==> src/rtl/pipe_ctrl_pkg.sv <==
// Shared constants and types for the pipeline hazard sequencer.
package pipe_ctrl_pkg;

  localparam logic ST_RUN      = 1'b0;
  localparam logic ST_VEC_BUSY = 1'b1;

  localparam logic [4:0] REG_X0 = 5'd0;

  // Winning stall/flush reason for the current cycle, kept visible for debug.
  typedef enum logic [2:0] {
    CAUSE_NONE     = 3'd0,
    CAUSE_RESET    = 3'd1,
    CAUSE_MEM      = 3'd2,
    CAUSE_VEC      = 3'd3,
    CAUSE_BRANCH   = 3'd4,
    CAUSE_LOAD_USE = 3'd5
  } stall_cause_e;

endpackage

==> src/rtl/sat_counter.sv <==
// Saturating up-counter with synchronous clear.
module sat_counter #(
  parameter int unsigned W = 16
) (
  input  logic         clk_i,
  input  logic         clr_i,
  input  logic         inc_i,
  output logic [W-1:0] cnt_o
);

  logic [W-1:0] cnt_q;
  logic [W-1:0] cnt_d;

  always_comb begin
    cnt_d = cnt_q;
    if (inc_i && (cnt_q != {W{1'b1}})) cnt_d = cnt_q + W'(1);
  end

  always_ff @(posedge clk_i) begin
    if (clr_i) cnt_q <= '0;
    else       cnt_q <= cnt_d;
  end

  assign cnt_o = cnt_q;

endmodule

==> src/rtl/pipe_hazard_ctrl.sv <==
// Stall/flush sequencer for the 5-stage scalar+vector pipeline: memory wait,
// vector occupancy, taken-branch flush and load-use interlock, in that priority.
module pipe_hazard_ctrl
  import pipe_ctrl_pkg::*;
#(
  parameter int unsigned VLAT    = 4,
  parameter int unsigned MEM_TMO = 255,
  parameter int unsigned CNT_W   = 16
) (
  input  logic             clk_i,
  input  logic             start_i,
  input  logic             idex_memread_i,
  input  logic [4:0]       idex_rd_i,
  input  logic [4:0]       ifid_rs1_i,
  input  logic [4:0]       ifid_rs2_i,
  input  logic             ifid_uses_rs2_i,
  input  logic             branch_taken_i,
  input  logic             vec_issue_i,
  input  logic             exmem_memreq_i,
  input  logic             mem_ready_i,
  output logic             pc_write_o,
  output logic             ifid_write_o,
  output logic             ifid_flush_o,
  output logic             idex_hold_o,
  output logic             idex_flush_o,
  output logic             exmem_hold_o,
  output logic             exmem_bubble_o,
  output logic             memwb_bubble_o,
  output logic             vec_busy_o,
  output logic             err_o,
  output logic [CNT_W-1:0] stall_cycles_o
);

  // The entry cycle is the first of VLAT-1 stall cycles, so the counter only
  // has to hold the remaining VLAT-2.
  localparam int unsigned VCNT_W = (VLAT > 2) ? $clog2(VLAT) : 1;
  localparam int unsigned WCNT_W = (MEM_TMO > 1) ? $clog2(MEM_TMO + 1) : 1;

  logic              state_q, state_d;
  logic [VCNT_W-1:0] vcnt_q, vcnt_d;
  logic [WCNT_W-1:0] wcnt_q, wcnt_d;
  logic              err_q, err_d;
  logic              vec_busy_q;
  logic              mem_stall_c;
  logic              load_use_c;
  stall_cause_e      cause_c;

  assign mem_stall_c = exmem_memreq_i && !mem_ready_i;

  assign load_use_c = idex_memread_i && (idex_rd_i != REG_X0) &&
                      ((idex_rd_i == ifid_rs1_i) ||
                       (ifid_uses_rs2_i && (idex_rd_i == ifid_rs2_i)));

  always_ff @(posedge clk_i) begin
    if (!start_i) state_q <= ST_RUN;
    else          state_q <= state_d;
  end

  // Next state, vector countdown and the winning cause for this cycle.
  always_comb begin
    state_d = state_q;
    vcnt_d  = vcnt_q;
    cause_c = CAUSE_NONE;
    if (!start_i) begin
      cause_c = CAUSE_RESET;
    end else if (mem_stall_c) begin
      cause_c = CAUSE_MEM;
    end else if (state_q == ST_VEC_BUSY) begin
      if (vcnt_q != '0) begin
        vcnt_d  = vcnt_q - VCNT_W'(1);
        cause_c = CAUSE_VEC;
      end else begin
        state_d = ST_RUN;
        if (branch_taken_i)  cause_c = CAUSE_BRANCH;
        else if (load_use_c) cause_c = CAUSE_LOAD_USE;
      end
    end else if (vec_issue_i && (VLAT > 1)) begin
      state_d = ST_VEC_BUSY;
      vcnt_d  = VCNT_W'(VLAT - 2);
      cause_c = CAUSE_VEC;
    end else if (branch_taken_i) begin
      cause_c = CAUSE_BRANCH;
    end else if (load_use_c) begin
      cause_c = CAUSE_LOAD_USE;
    end
  end

  always_comb begin
    pc_write_o     = 1'b1;
    ifid_write_o   = 1'b1;
    ifid_flush_o   = 1'b0;
    idex_hold_o    = 1'b0;
    idex_flush_o   = 1'b0;
    exmem_hold_o   = 1'b0;
    exmem_bubble_o = 1'b0;
    memwb_bubble_o = 1'b0;
    case (cause_c)
      CAUSE_RESET: begin
        pc_write_o   = 1'b0;
        ifid_write_o = 1'b0;
        ifid_flush_o = 1'b1;
        idex_flush_o = 1'b1;
      end
      CAUSE_MEM: begin
        pc_write_o     = 1'b0;
        ifid_write_o   = 1'b0;
        idex_hold_o    = 1'b1;
        exmem_hold_o   = 1'b1;
        memwb_bubble_o = 1'b1;
      end
      CAUSE_VEC: begin
        pc_write_o     = 1'b0;
        ifid_write_o   = 1'b0;
        idex_hold_o    = 1'b1;
        exmem_bubble_o = 1'b1;
      end
      CAUSE_BRANCH: begin
        ifid_flush_o = 1'b1;
        idex_flush_o = 1'b1;
      end
      CAUSE_LOAD_USE: begin
        pc_write_o   = 1'b0;
        ifid_write_o = 1'b0;
        idex_flush_o = 1'b1;
      end
      default: ;
    endcase
  end

  // Consecutive memory wait cycles; the timeout flag is sticky until reset.
  always_comb begin
    wcnt_d = '0;
    err_d  = err_q;
    if (mem_stall_c) begin
      wcnt_d = (wcnt_q == WCNT_W'(MEM_TMO)) ? wcnt_q : wcnt_q + WCNT_W'(1);
      if (wcnt_d == WCNT_W'(MEM_TMO)) err_d = 1'b1;
    end
  end

  always_ff @(posedge clk_i) begin
    if (!start_i) begin
      vcnt_q     <= '0;
      wcnt_q     <= '0;
      err_q      <= 1'b0;
      vec_busy_q <= 1'b0;
    end else begin
      vcnt_q     <= vcnt_d;
      wcnt_q     <= wcnt_d;
      err_q      <= err_d;
      vec_busy_q <= (state_d == ST_VEC_BUSY);
    end
  end

  assign vec_busy_o = vec_busy_q;
  assign err_o      = err_q;

  sat_counter #(.W(CNT_W)) u_stall_cnt (
    .clk_i (clk_i),
    .clr_i (!start_i),
    .inc_i (start_i && !pc_write_o),
    .cnt_o (stall_cycles_o)
  );

endmodule
==> config.mk <==
export PLATFORM = sky130hd
export DESIGN_NAME = pipe_hazard_ctrl
export DESIGN_NICKNAME = d
export VERILOG_FILES = /design/src/rtl/pipe_ctrl_pkg.sv /design/src/rtl/sat_counter.sv /design/src/rtl/pipe_hazard_ctrl.sv
export SDC_FILE = /design/constraint.sdc
export NUM_CORES = 1
export LEC_CHECK = 0
export CAP_MARGIN = 20
export CORE_MARGIN = 3
export CORE_UTILIZATION = 35
export DETAILED_ROUTE_END_ITERATION = 7
export PLACE_DENSITY = 0.76
export SETUP_SLACK_MARGIN = 0.15
export SLEW_MARGIN = 30
export SYNTH_ARGS = -nofsm -noshare
export SYNTH_HDL_FRONTEND = slang
export SYNTH_SLANG_ARGS = --single-unit
==> constraint.sdc <==
create_clock -name clk_i -period 2.26 [get_ports clk_i]
set_clock_uncertainty 0.15 [all_clocks]
set_input_delay 0.452 -clock clk_i [delete_from_list [all_inputs] [get_ports clk_i]]
set_output_delay 0.452 -clock clk_i [all_outputs]
set_load 0.1 [all_outputs]
==> flow_metrics.env <==
export IMPL_r2r_start="u_stall_cnt.cnt_o[7]"
export IMPL_setup_tns_ns=-0.681
export IMPL_core_area_um2=4440
export IMPL_wl_um=4790
export IMPL_grt_pass1_vias=1737
export IMPL_dieWidth_um=74.5
export IMPL_peakVddDrop_v=0.000310
export IMPL_overflow=0
export IMPL_cts_root_buffer="clkbuf_8"
export IMPL_mostFrequentLayoutCells="buf_4 (43), nand2_1 (18), buf_6 (17), dfxtp_2 (17), nand3_1 (13)"
export IMPL_syn_area_per_cell_um2=8.25
export IMPL_yosys_area_top_type="dfxtp_1"
export IMPL_cp_start_kind="input port"
export IMPL_drcViolationCount=0
export IMPL_start_util_pct=36.9
export IMPL_synthTopCellsByArea="dfxtp_1 (34%), mux2i_1 (6.7%), nand3_1 (4.9%)"
export IMPL_worstPathArrival_ns=1.86
export IMPL_power_density_nw_per_um2=492
export IMPL_grt_pass1_wl_um=7960
export IMPL_yosysWarnings=0
export IMPL_fin_ws_ns=-0.200
export IMPL_cts_hold_buf=0
export IMPL_synthArstFlopShare_pct=0
export IMPL_netlist_area_um2=1640
export IMPL_min_period_ns=2.46
export IMPL_ys_ff_latch=28
export IMPL_die_y_um=74.5
export IMPL_dr_first_iter_drc_count=63
export IMPL_clock_latency_ns=0.28
export IMPL_final_common_cell="buf_4"
export IMPL_worstHoldPathType="flop to flop"
export IMPL_hold_end="u_stall_cnt.cnt_o[13]"
export IMPL_cts_inserted_buffers=3
export IMPL_rsz0062_at_grt="yes"
export IMPL_rrSetupSlack_ns=0.21
export IMPL_synthDistinctLibCells=43
export IMPL_holdPathStages=1
export IMPL_viasPerCell=5.37
export IMPL_ant_nets=0
export IMPL_cts_tree="done"
export IMPL_grt_antenna_before_repair=0
export IMPL_setup_worst_path_start="ifid_rs2_i[1]"
export IMPL_syn_nets=225
export IMPL_vias=1789
export IMPL_drive_above_1_share_pct=46.3
export IMPL_post_route_period_util_pct=109
export IMPL_post_place_ws_ns=-0.739
export IMPL_syn2layout_area_growth_pct=70.5
export IMPL_max_freq_mhz=407
export IMPL_crit_path_max_fanout=2
export IMPL_grt_usage_pct=18.2
export IMPL_io_buffer_count=48
export IMPL_hold_violations=0
export IMPL_synth_seq_area_share_pct=34.1
export IMPL_cap_violations=0
export IMPL_hp_start="u_stall_cnt.cnt_o[13]"
export IMPL_die_area_um2=5550
export IMPL_setup_viol=9
export IMPL_clock_sinks=28
export IMPL_tightest_slew_ns=0.397
export IMPL_rows=24
export IMPL_synth_edf_count=0
export IMPL_worstPathRequired_ns=1.66
export IMPL_fillCellCount=354
export IMPL_io_pins=49
export IMPL_nets=308
export IMPL_wire_per_inst_um=14.4
export IMPL_htree_levels=1
export IMPL_critPathKind="input port to output pin"
export IMPL_r2r_end="u_stall_cnt.cnt_o[3]"
export IMPL_status="complete, but fails checks"
export IMPL_dp_hpwl_um=3410
export IMPL_clockBufferDepth=2
export IMPL_synthCells=199
export IMPL_synthFlopType="dfxtp_1"
export IMPL_grt_start_max_net_pins=19
export IMPL_antenna_cells=0
export IMPL_slew_viol_final=0
export IMPL_path_clk_slew_ns=0.09
export IMPL_relSlewSlack_pct=73.3
export IMPL_worst_r2r_cell_count=5
export IMPL_failed_checks="negative setup slack"
export IMPL_synth_top_cell_area_share_pct=34.1
export IMPL_critPathCaptureType="output pin"
export IMPL_p_leak_nw=1.19
export IMPL_gp_congestion=0.798
export IMPL_dr_pass1_iters=4
[cells by family (layout without fill, tap and decap cells)]
group | count (synthesis) | in the layout | synth area share [%]
simple gates | 96 | 96 | 32.2
compound gates | 37 | 37 | 15.1
flops | 28 | 28 | 34.1
buf+inv | 13 | 95 | 3.66
xor+xnor | 11 | 11 | 5.87
mux | 11 | 11 | 6.71
fa+ha+maj | 3 | 3 | 2.29
[synthesized netlist by cell type (all sizes together), types with 4 or more instances]
library cell	count
nor3	5
or3	4
nand2	20
nand3	16
mux2i	11
clkbuf	4
inv	6
o21ai	12
a21oi	7
dfxtp	28
nand4	6
and3	7
nand2b	8
nor2	14
xor2	9
[power by group]
group	internal, mW	leakage [nW]	switching (mW)
Combinational	0.191	0.924	0.266
Clock	0.238	0.0357	0.162
Sequential	0.507	0.235	0.0141
Total	0.935	1.19	0.441
[timing repair]
| action | in CTS | in global routing |
|---|---|---|
| resized for setup | 80 | 10 |
| buffers inserted | 12 | 2 |
| pin swaps | 34 | 13 |
| setup endpoints to repair | 24 | 23 |
| gates cloned | 0 | 0 |
[worst max-delay path by stage]
stage	endpoint	slack [ns]
floorplan	pc_write_o	-0.46
global placement	u_stall_cnt.cnt_o[3]	-0.69
detailed placement	u_stall_cnt.cnt_o[3]	-0.74
CTS	idex_flush_o	-0.26
global route	idex_flush_o	-0.27
finish	idex_flush_o	-0.20
[per-stage QoR]
step / hold slack (ns) / area (um^2) / cells / total power, mW / util [%]
3_3_place_gp: 0.292 / 2490 / 315 / 0.925 / 56.0
3_5_place_dp: 0.291 / 2490 / 315 / 0.930 / 56.0
2_1_floorplan: 0.300 / 1800 / 199 / 0.780 / -
5_1_grt: 0.334 / 2800 / 333 / 1.43 / 63.0
6_report: 0.304 / 2800 / 333 / 1.38 / 63.0
4_1_cts: 0.306 / 2770 / 331 / 1.37 / 62.2
[final cells by class]
type | instances | area (um^2) | share of cell area [%]
Multi-Input combinational cell | 158 | 1230 | 44.0
Timing Repair Buffer | 85 | 815 | 29.1
Sequential cell | 28 | 586 | 20.9
Tap cell | 52 | 65.1 | 2.32
Clock buffer | 3 | 41.3 | 1.48
Clock inverter | 1 | 30.0 | 1.07
Inverter | 6 | 30.0 | 1.07
[routing by layer]
metal / part of all wire, % / vias up / global-route usage, %
met4: 1.4 / 0 / 6.13
met3: 6.3 / 7 / 3.38
met2: 50 / 58 / 32.8
met5: 0 / - / 0
met1: 42 / 823 / 21.4
li1: - / 901 / -
[state kept, by name, summed over array words and instances, names as in the netlist]
signal,count
u_stall_cnt.cnt_o,16
wcnt_q,8
vcnt_q,2
err_o,1
vec_busy_o,1
[worst max-delay path, stage by stage]
cell and delay [ns]:
buf_6 0.09, xor2_1 0.15, nor4_2 0.30, a32oi_2 0.17
buf_4 0.17, nor2_4 0.12, nor2_2 0.05, o21ai_2 0.16
buf_12 0.19
Note: power is estimated with default switching activity, not from simulation.
